### config.mk
export PLATFORM = sky130hd
export DESIGN_NAME = qvga_fb_reader_flat
export DESIGN_NICKNAME = d
export VERILOG_FILES = /design/src/rtl/qvga_fb_reader_pkg.sv /design/src/rtl/qvga_fb_reader_if.sv /design/src/rtl/qvga_fb_reader_sig_delay.sv /design/src/rtl/qvga_fb_reader.sv /design/src/flat_wrapper.sv
export SDC_FILE = /design/constraint.sdc
export NUM_CORES = 1
export LEC_CHECK = 0
export BUFFER_PORTS_ARGS = -buffer_cell sky130_fd_sc_hd__buf_2
export CORE_MARGIN = 5
export CORE_UTILIZATION = 56
export CTS_CLUSTER_SIZE = 20
export DETAILED_ROUTE_END_ITERATION = 8
export PLACE_DENSITY = 0.8
export SKIP_LAST_GASP = 1
export SYNTH_ARGS = -nofsm -noshare
export SYNTH_HDL_FRONTEND = slang
export SYNTH_SLANG_ARGS = --single-unit
### constraint.sdc
create_clock -name clk -period 3.2 [get_ports clk]
set_clock_uncertainty 0.1 [all_clocks]
set_input_delay 0.16 -clock clk [delete_from_list [all_inputs] [get_ports clk]]
set_output_delay 0.16 -clock clk [all_outputs]
set_load 0.01 [all_outputs]
### src/rtl/qvga_fb_reader_pkg.sv
// Shared VGA types and constants for the QVGA frame-buffer reader slice.
// Latency: n/a (types and constants only).
// Backpressure: n/a.
package qvga_fb_reader_pkg;

    localparam int H_ACTIVE = 640;
    localparam int V_ACTIVE = 480;

    typedef struct packed {
        logic [3:0] r;
        logic [3:0] g;
        logic [3:0] b;
    } rgb444_t;

    typedef struct packed {
        logic       de;
        logic [9:0] x;
        logic [9:0] y;
    } vga_pos_t;

    // Word carried down the alignment delay line: the raw window hit plus the
    // VGA position it belongs to.
    typedef struct packed {
        logic     hit;
        vga_pos_t pos;
    } align_t;

endpackage

### src/rtl/qvga_fb_reader_if.sv
// Frame-buffer read port: the reader (master) issues a strobe and address every cycle.
// Latency: data returns a fixed number of cycles after fb_rd_en, set by the memory.
// Backpressure: none; the memory must accept one read per cycle.
// Ports: fb_rd_en / fb_rd_addr {bank, pixel index} from the master, fb_rd_data {R,G,B} from the slave.
interface qvga_fb_reader_if #(
    parameter int PIX_AW = 15
);
    logic              fb_rd_en;
    logic [PIX_AW:0]   fb_rd_addr;
    logic [11:0]       fb_rd_data;

    modport master (output fb_rd_en, output fb_rd_addr, input fb_rd_data);
    modport slave  (input fb_rd_en, input fb_rd_addr, output fb_rd_data);
endinterface

### src/rtl/qvga_fb_reader_sig_delay.sv
// Fixed-depth shift register that clears to zero on reset.
// Latency: DEPTH cycles from d to q.
// Backpressure: none; shifts every cycle.
// Ports: clk, reset (async active-low), d in, q out (WIDTH bits each).
module sig_delay #(
    parameter int WIDTH = 1,
    parameter int DEPTH = 1
) (
    input  logic             clk,
    input  logic             reset,
    input  logic [WIDTH-1:0] d,
    output logic [WIDTH-1:0] q
);

    logic [WIDTH-1:0] stage [DEPTH];

    always_ff @(posedge clk or negedge reset) begin
        if (!reset) begin
            for (int i = 0; i < DEPTH; i++) stage[i] <= '0;
        end else begin
            stage[0] <= d;
            for (int i = 1; i < DEPTH; i++) stage[i] <= stage[i-1];
        end
    end

    assign q = stage[DEPTH-1];

endmodule

### src/rtl/qvga_fb_reader.sv
// Reads the 160x120 RGB444 camera buffer and upscales it 2x into the VGA bottom-right quadrant.
// Latency: DE/x/y/rgb outputs lag the VGA inputs by 1+RD_LATENCY cycles.
// Backpressure: none; one frame-buffer read per window pixel, every cycle.
// Ports: clk, reset (async active-low), VGA timing in, wr_frame_done pulse, fb read master port,
//        rd_bank, aligned DE/x/y out and r/g/b out (zero outside the window).
module qvga_fb_reader
    import qvga_fb_reader_pkg::*;
#(
    parameter int IMG_WIDTH  = 160,
    parameter int IMG_HEIGHT = 120,
    parameter int ORIGIN_X   = 320,
    parameter int ORIGIN_Y   = 240,
    parameter int RD_LATENCY = 1,
    parameter int PIX_AW     = 15
) (
    input  logic                    clk,
    input  logic                    reset,
    input  logic                    DE_in,
    input  logic [9:0]              x_pixel_in,
    input  logic [9:0]              y_pixel_in,
    input  logic                    wr_frame_done,
    qvga_fb_reader_if.master        fb,
    output logic                    rd_bank,
    output logic                    DE_out,
    output logic [9:0]              x_pixel_out,
    output logic [9:0]              y_pixel_out,
    output logic [3:0]              r_out,
    output logic [3:0]              g_out,
    output logic [3:0]              b_out
);

    localparam logic [9:0]        X_LO    = 10'(ORIGIN_X);
    localparam logic [9:0]        X_LAST  = 10'(ORIGIN_X + 2*IMG_WIDTH - 1);
    localparam logic [9:0]        Y_LO    = 10'(ORIGIN_Y);
    localparam logic [9:0]        Y_LAST  = 10'(ORIGIN_Y + 2*IMG_HEIGHT - 1);
    localparam logic [PIX_AW-1:0] IDX_MAX = PIX_AW'(IMG_WIDTH*IMG_HEIGHT - 1);
    localparam logic [PIX_AW-1:0] STRIDE  = PIX_AW'(IMG_WIDTH);

    // ---------------- window detect and address generation ----------------
    logic              win_hit, line_first, line_last, y_odd;
    logic              x_phase, cur_phase;
    logic [PIX_AW-1:0] col_idx, cur_col;
    logic [PIX_AW-1:0] line_base, cur_base, base_next, pix_idx;
    logic [PIX_AW:0]   idx_sum, base_sum;

    assign win_hit    = DE_in && (x_pixel_in >= X_LO) && (x_pixel_in <= X_LAST)
                              && (y_pixel_in >= Y_LO) && (y_pixel_in <= Y_LAST);
    assign line_first = (x_pixel_in == X_LO);
    assign line_last  = (x_pixel_in == X_LAST);
    assign y_odd      = y_pixel_in[0] ^ Y_LO[0];

    // The first window pixel of a line restarts the column walk; the first pixel
    // of the window's top line also restarts the line base, which is how a
    // mid-frame reset recovers on the next frame.
    assign cur_phase  = line_first ? 1'b0 : x_phase;
    assign cur_col    = line_first ? '0   : col_idx;
    assign cur_base   = (line_first && (y_pixel_in == Y_LO)) ? '0 : line_base;

    assign idx_sum    = {1'b0, cur_base} + {1'b0, cur_col};
    assign pix_idx    = (idx_sum > {1'b0, IDX_MAX}) ? IDX_MAX : idx_sum[PIX_AW-1:0];
    assign base_sum   = {1'b0, cur_base} + {1'b0, STRIDE};
    assign base_next  = (base_sum > {1'b0, IDX_MAX}) ? IDX_MAX : base_sum[PIX_AW-1:0];

    always_ff @(posedge clk or negedge reset) begin
        if (!reset) begin
            x_phase       <= 1'b0;
            col_idx       <= '0;
            line_base     <= '0;
            fb.fb_rd_en   <= 1'b0;
            fb.fb_rd_addr <= '0;
        end else begin
            fb.fb_rd_en   <= win_hit;
            fb.fb_rd_addr <= {rd_bank, pix_idx};
            if (win_hit) begin
                x_phase <= ~cur_phase;
                col_idx <= cur_phase ? cur_col + PIX_AW'(1) : cur_col;
                // Each source line is shown on two VGA lines; advance after the second.
                line_base <= (line_last && y_odd) ? base_next : cur_base;
            end
        end
    end

    // ---------------- read-bank ownership ----------------
    logic at_origin, at_origin_q, frame_start, swap_pending;

    assign at_origin   = (x_pixel_in == 10'd0) && (y_pixel_in == 10'd0);
    assign frame_start = at_origin && !at_origin_q;

    // The bank only flips at frame start, so a displayed frame never mixes banks.
    always_ff @(posedge clk or negedge reset) begin
        if (!reset) begin
            at_origin_q  <= 1'b0;
            rd_bank      <= 1'b0;
            swap_pending <= 1'b0;
        end else begin
            at_origin_q <= at_origin;
            if (frame_start && (swap_pending || wr_frame_done)) begin
                rd_bank      <= ~rd_bank;
                swap_pending <= 1'b0;
            end else if (wr_frame_done) begin
                swap_pending <= 1'b1;
            end
        end
    end

    // ---------------- alignment with returned pixel ----------------
    align_t                     dly_in, dly_out;
    logic [$bits(align_t)-1:0]  dly_q;
    rgb444_t                    pix;

    always_comb begin
        dly_in        = '0;
        dly_in.hit    = win_hit;
        dly_in.pos.de = DE_in;
        dly_in.pos.x  = x_pixel_in;
        dly_in.pos.y  = y_pixel_in;
    end

    sig_delay #(
        .WIDTH ($bits(align_t)),
        .DEPTH (1 + RD_LATENCY)
    ) u_align (
        .clk   (clk),
        .reset (reset),
        .d     (dly_in),
        .q     (dly_q)
    );

    assign dly_out     = align_t'(dly_q);
    assign pix         = dly_out.hit ? rgb444_t'(fb.fb_rd_data) : '0;
    assign DE_out      = dly_out.pos.de;
    assign x_pixel_out = dly_out.pos.x;
    assign y_pixel_out = dly_out.pos.y;
    assign r_out       = pix.r;
    assign g_out       = pix.g;
    assign b_out       = pix.b;

endmodule

### src/flat_wrapper.sv
// flat-port wrapper written by rule: the top's interface ports become plain ports
module qvga_fb_reader_flat import qvga_fb_reader_pkg::*;
#(
    parameter int IMG_WIDTH  = 160,
    parameter int IMG_HEIGHT = 120,
    parameter int ORIGIN_X   = 320,
    parameter int ORIGIN_Y   = 240,
    parameter int RD_LATENCY = 1,
    parameter int PIX_AW     = 15
)
  (clk, reset, DE_in, x_pixel_in, y_pixel_in, wr_frame_done, rd_bank, DE_out, x_pixel_out, y_pixel_out, r_out, g_out, b_out, fb_fb_rd_en, fb_fb_rd_addr, fb_fb_rd_data);
  qvga_fb_reader_if #(.PIX_AW(PIX_AW)) fb_i ();
  input  logic clk;
  input  logic reset;
  input  logic DE_in;
  input  logic [9:0] x_pixel_in;
  input  logic [9:0] y_pixel_in;
  input  logic wr_frame_done;
  output logic rd_bank;
  output logic DE_out;
  output logic [9:0] x_pixel_out;
  output logic [9:0] y_pixel_out;
  output logic [3:0] r_out;
  output logic [3:0] g_out;
  output logic [3:0] b_out;
  output wire logic [$bits(fb_i.fb_rd_en)-1:0] fb_fb_rd_en;
  output wire logic [$bits(fb_i.fb_rd_addr)-1:0] fb_fb_rd_addr;
  input wire logic [$bits(fb_i.fb_rd_data)-1:0] fb_fb_rd_data;
  assign fb_fb_rd_en = fb_i.fb_rd_en;
  assign fb_fb_rd_addr = fb_i.fb_rd_addr;
  assign fb_i.fb_rd_data = fb_fb_rd_data;
  qvga_fb_reader #(.IMG_WIDTH(IMG_WIDTH), .IMG_HEIGHT(IMG_HEIGHT), .ORIGIN_X(ORIGIN_X), .ORIGIN_Y(ORIGIN_Y), .RD_LATENCY(RD_LATENCY), .PIX_AW(PIX_AW)) u_core (.clk(clk), .reset(reset), .DE_in(DE_in), .x_pixel_in(x_pixel_in), .y_pixel_in(y_pixel_in), .wr_frame_done(wr_frame_done), .fb(fb_i), .rd_bank(rd_bank), .DE_out(DE_out), .x_pixel_out(x_pixel_out), .y_pixel_out(y_pixel_out), .r_out(r_out), .g_out(g_out), .b_out(b_out));
endmodule
==> results.md <==
* Synth Area in Compound Gates at around 18%
* Clock Pin Slew Worst Setup and Hold Paths at 0.10 ns
* Core ar. at ~0.0086 mm²
* Layout cells sized above 1 at approximately 37%
* CTS tree: done
* Combinational family with the most area after synthesis: simple AND/OR/NAND/NOR gates
* Area Growth Syn to Fin at 37.86%
* Highest Clock Rate at about 280 MHz
* Rel. slew slack at between 50% and 60%
* H-tree depth at 3
* Pleak at ~3.3 nW
* IO buf count at 86
* Initial Utilization at a little under three fifths
* Antenna diodes at 0
* Xor-xnor portion of the synthesized cell area at around 4.7%
* IO Count at 87
* Multiplexer share of the synthesized area at under 10%
* Worst-path maximum fanout at 4
* Post-Synth Simple-Gate Area at 19.17%
* Post-Syn Instances at between 500 and 600
* Endpoint class of the critical path: register
* Total CTS buffers at 9
* Avg Synthesized Cell Area at slightly below 10 µm²
* Grt ovf at 0
* Setup violators final at 15
* Unrepaired setup endpoints after global routing: yes
* Slew @ Worst Pin at just over 0.7 ns
* Synth unique cells at 70
* Die height at roughly 100 µm
* Worst Hold Class: in -> reg
* Number of global-route vias before repair at between 4000 and 5000
* Global-route wire length before repair at ~23 mm
* Post-Syn Area at roughly 0.0049 mm²
* Outcome: finished with violations
* Mapped Nets at 557
* Most frequent cells in the layout: buf_4, dfrtp_1, buf_2
* Antenna viol nets, final at 0
* Fin util at ~80%
* Clock sinks at 94
* Max_cap viols at 0
* Tcrit/Tclk final at 110.0%
* Comb pwr share at ~11%
* Worst vdd ir at around 260 µV
* Via count at between 4000 and 5000
* Synth Area in Adders at 3.276%
* DR vias/cell at a little under 6
* Wirelength per Cell at around 18 µm
* Routed WL at 14.75 mm
* Clk network pwr share at approximately a third
* Clk_lat worst skew at 0.37 ns
* YS warnings at 0
* Power per Cell Area at about 350 mW/mm²
* Post-synthesis register bit count at between 90 and 100
* Failing checks: negative setup slack
* CP startpoint kind: primary input
* Endpoints failing hold at 0
* Worst path arrival time at roughly 3.7 ns
* NumNets Final at about 730
* Die Wd at 103.4 µm
* Synth Flop Type: dfrtp_1
* Design Power at around 2.4 mW
* Commonest non-fill, non-tap cell in the layout: buf_4
* Slowest CP cell: or4_4
* Clock period minus worst slack at approximately 3.5 ns
* CP required at ~3.4 ns
* Max-slew violations at 0
* EDFF count, synth at 0
* CTS root buffer: clkbuf_8
* Pin count of the biggest net entering global routing at 43
* GPL Wtd Cong at between 0.9 and 1
* TritonRoute pass-1 iters at 8
* Int Power at 1.751 mW
* Sw Share at 26.48%
* Initial antenna violation count at 0
* DRC at 0
* Switching pwr at 0.6307 mW
* Fillers at 523
* TNS Setup at -3.896 ns
* Flop-to-flop setup slack at around 0.050 ns
* Final setup margin at -0.3193 ns
* Dpl hpwl at about 9.9 mm
* Part of the power in registers at 53.7%
* Iter 0 DRT Violations at approximately 360
* Seq/Total Area, Yosys at between 40% and 50%
* Slowest stage delay, CP at between 0.5 and 0.6 ns
* Worst setup path class: in -> reg
* Std-Cell Rows at 34
* Cell Chain, Critical Path: buf_6, or4_4, or4_4, nor2_4, buf_4, nor2b_1, ha_2, ha_1, a21oi_2, buf_4, o41ai_4, a2bb2oi_2, o21bai_1, xor2_2, a211o_1, a22o_1
* Post-synth ARST share at 100.0%
* Die ar. at between 0.01 and 0.015 mm²
* Worst-case clock buffer depth at 2
* Gr usage total at 27.45%
## power groups by stage
stage	registers (mW)	clock network (mW)	logic [mW]
after floorplan	1.30	0	0.0934
after global placement	1.29	0	0.217
after detailed placement	1.30	0	0.228
after CTS	1.28	0.852	0.254
after global routing	1.28	0.907	0.282
final	1.28	0.842	0.262
## synth_stat cells (all sizes together) (2+ instances only)
library cell	number	area, µm²
nor3	9	50.05
a21oi	29	145.1
ha	12	150.1
nand3	18	90.09
xnor2	16	140.1
o211ai	4	35.03
nor4	5	46.29
o211a	2	20.02
and2	23	143.9
a22oi	3	22.52
nand4	8	50.05
a22o	3	26.28
nor2b	6	37.54
a21boi	2	15.02
or3	2	12.51
a21o	8	60.06
nand2	64	240.2
a2bb2oi	2	17.52
buf	23	170.1
mux2i	4	40.04
and4	3	26.28
xor2	10	87.58
a311o	2	20.02
or2	2	12.52
or4	2	18.77
nor2	37	138.9
dfrtp	94	2352
o22ai	5	37.53
mux2	2	22.52
o21bai	3	22.52
o31ai	4	30.03
a211o	3	26.28
inv	12	45.05
clkbuf	19	71.32
a31oi	9	62.56
o21a	4	30.03
and3	5	31.28
a32oi	2	17.52
a31o	2	17.52
a211oi	3	22.52
o21ai	27	135.1
nand2b	2	12.51
## stage by stage
stage          hold slack (ns)  instances  setup WS (ns)  cell area [µm²]
2_1_floorplan          -0.2356        509        -0.6664             5031
3_3_place_gp           0.05856        745        -0.6539             5957
3_5_place_dp           0.07639        745        -0.7701             5957
4_1_cts                0.09029        792        -0.3147             6531
5_1_grt                 0.1128        798        -0.4020             6739
6_report                0.1028        798        -0.3193             6739
## registers in the layout, summed over array words and instances (netlist names)
| name | flops |
|---|---|
| u_core.u_align.q | 22 |
| u_core.u_align.stage | 21 |
| u_core.fb.fb_rd_addr | 16 |
| u_core.col_idx | 15 |
| u_core.line_base | 15 |
| u_core.at_origin_q | 1 |
| u_core.fb.fb_rd_en | 1 |
| u_core.rd_bank | 1 |
| u_core.swap_pending | 1 |
| u_core.x_phase | 1 |
## worst paths after layout
check / start / to / cells after the start
worst max register to register: u_core.line_base[0]$_DFFE_PN0P_ / u_core.fb.fb_rd_addr[9]$_DFF_PN0_ / 11
worst min register to register: u_core.u_align.stage[37]$_DFF_PN0_ / u_core.u_align.q[15]$_DFF_PN0_ / 0
max in group asynchronous: reset / u_core.fb.fb_rd_addr[0]$_DFF_PN0_ / 3
min in group asynchronous: reset / u_core.u_align.stage[24]$_DFF_PN0_ / 2
worst min-delay path: y_pixel_in[1] / u_core.at_origin_q$_DFF_PN0_ / 4
worst max-delay path: y_pixel_in[2] / u_core.fb.fb_rd_addr[9]$_DFF_PN0_ / 16
## kinds of logic (layout without fill, tap and decap cells)
| kind of cell | Yosys count | count (layout) |
|---|---|---|
| xor gates and xnor gates | 26 | 26 |
| DFF | 94 | 94 |
| buffers and inverters | 54 | 235 |
| AOI/OAI and AO/OA | 127 | 127 |
| adders and majority gates | 13 | 13 |
| muxes | 6 | 6 |
| and+or+nand+nor | 189 | 189 |
## metal layers
metal  vias to the layer above  track usage (%)  wire, µm  share of wire [%]
met1                      2245            34.10      5571                 38
met3                        59            5.231      1332                9.0
met2                       265            47.35      7299                 49
li1                       2136                -         -                  -
met5                         -                0         0                  0
met4                         0            10.46       544                3.7
## area by class of cell
class,count,area (µm²),area share (%)
clock buffers,9,123.9,1.838
clock inverters,7,92.59,1.374
inverters,12,50.05,0.7427
multi-input cells,361,2552,37.88
flip-flops and latches,94,2352,34.91
well taps,108,135.1,2.005
repair buffers,207,1433,21.26
## what timing repair did
action | 4_1_cts | 5_1_grt
pin swaps | 21 | 24
setup endpoints to repair | 15 | 15
setup buffers | 8 | 6
hold buffers | 23 | 0
endpoints found under the hold margin | 62 | 0
resized for setup | 13 | 29
## worst max-delay path: cells and delay by family
kind            cells  cell delay (ns)
simple gates        4             1.30
xor+xnor            1             0.21
buf+inv             3             0.40
fa+ha+maj           2             0.40
compound gates      6             1.19
No activity file was read; power rests on OpenSTA's default activity.
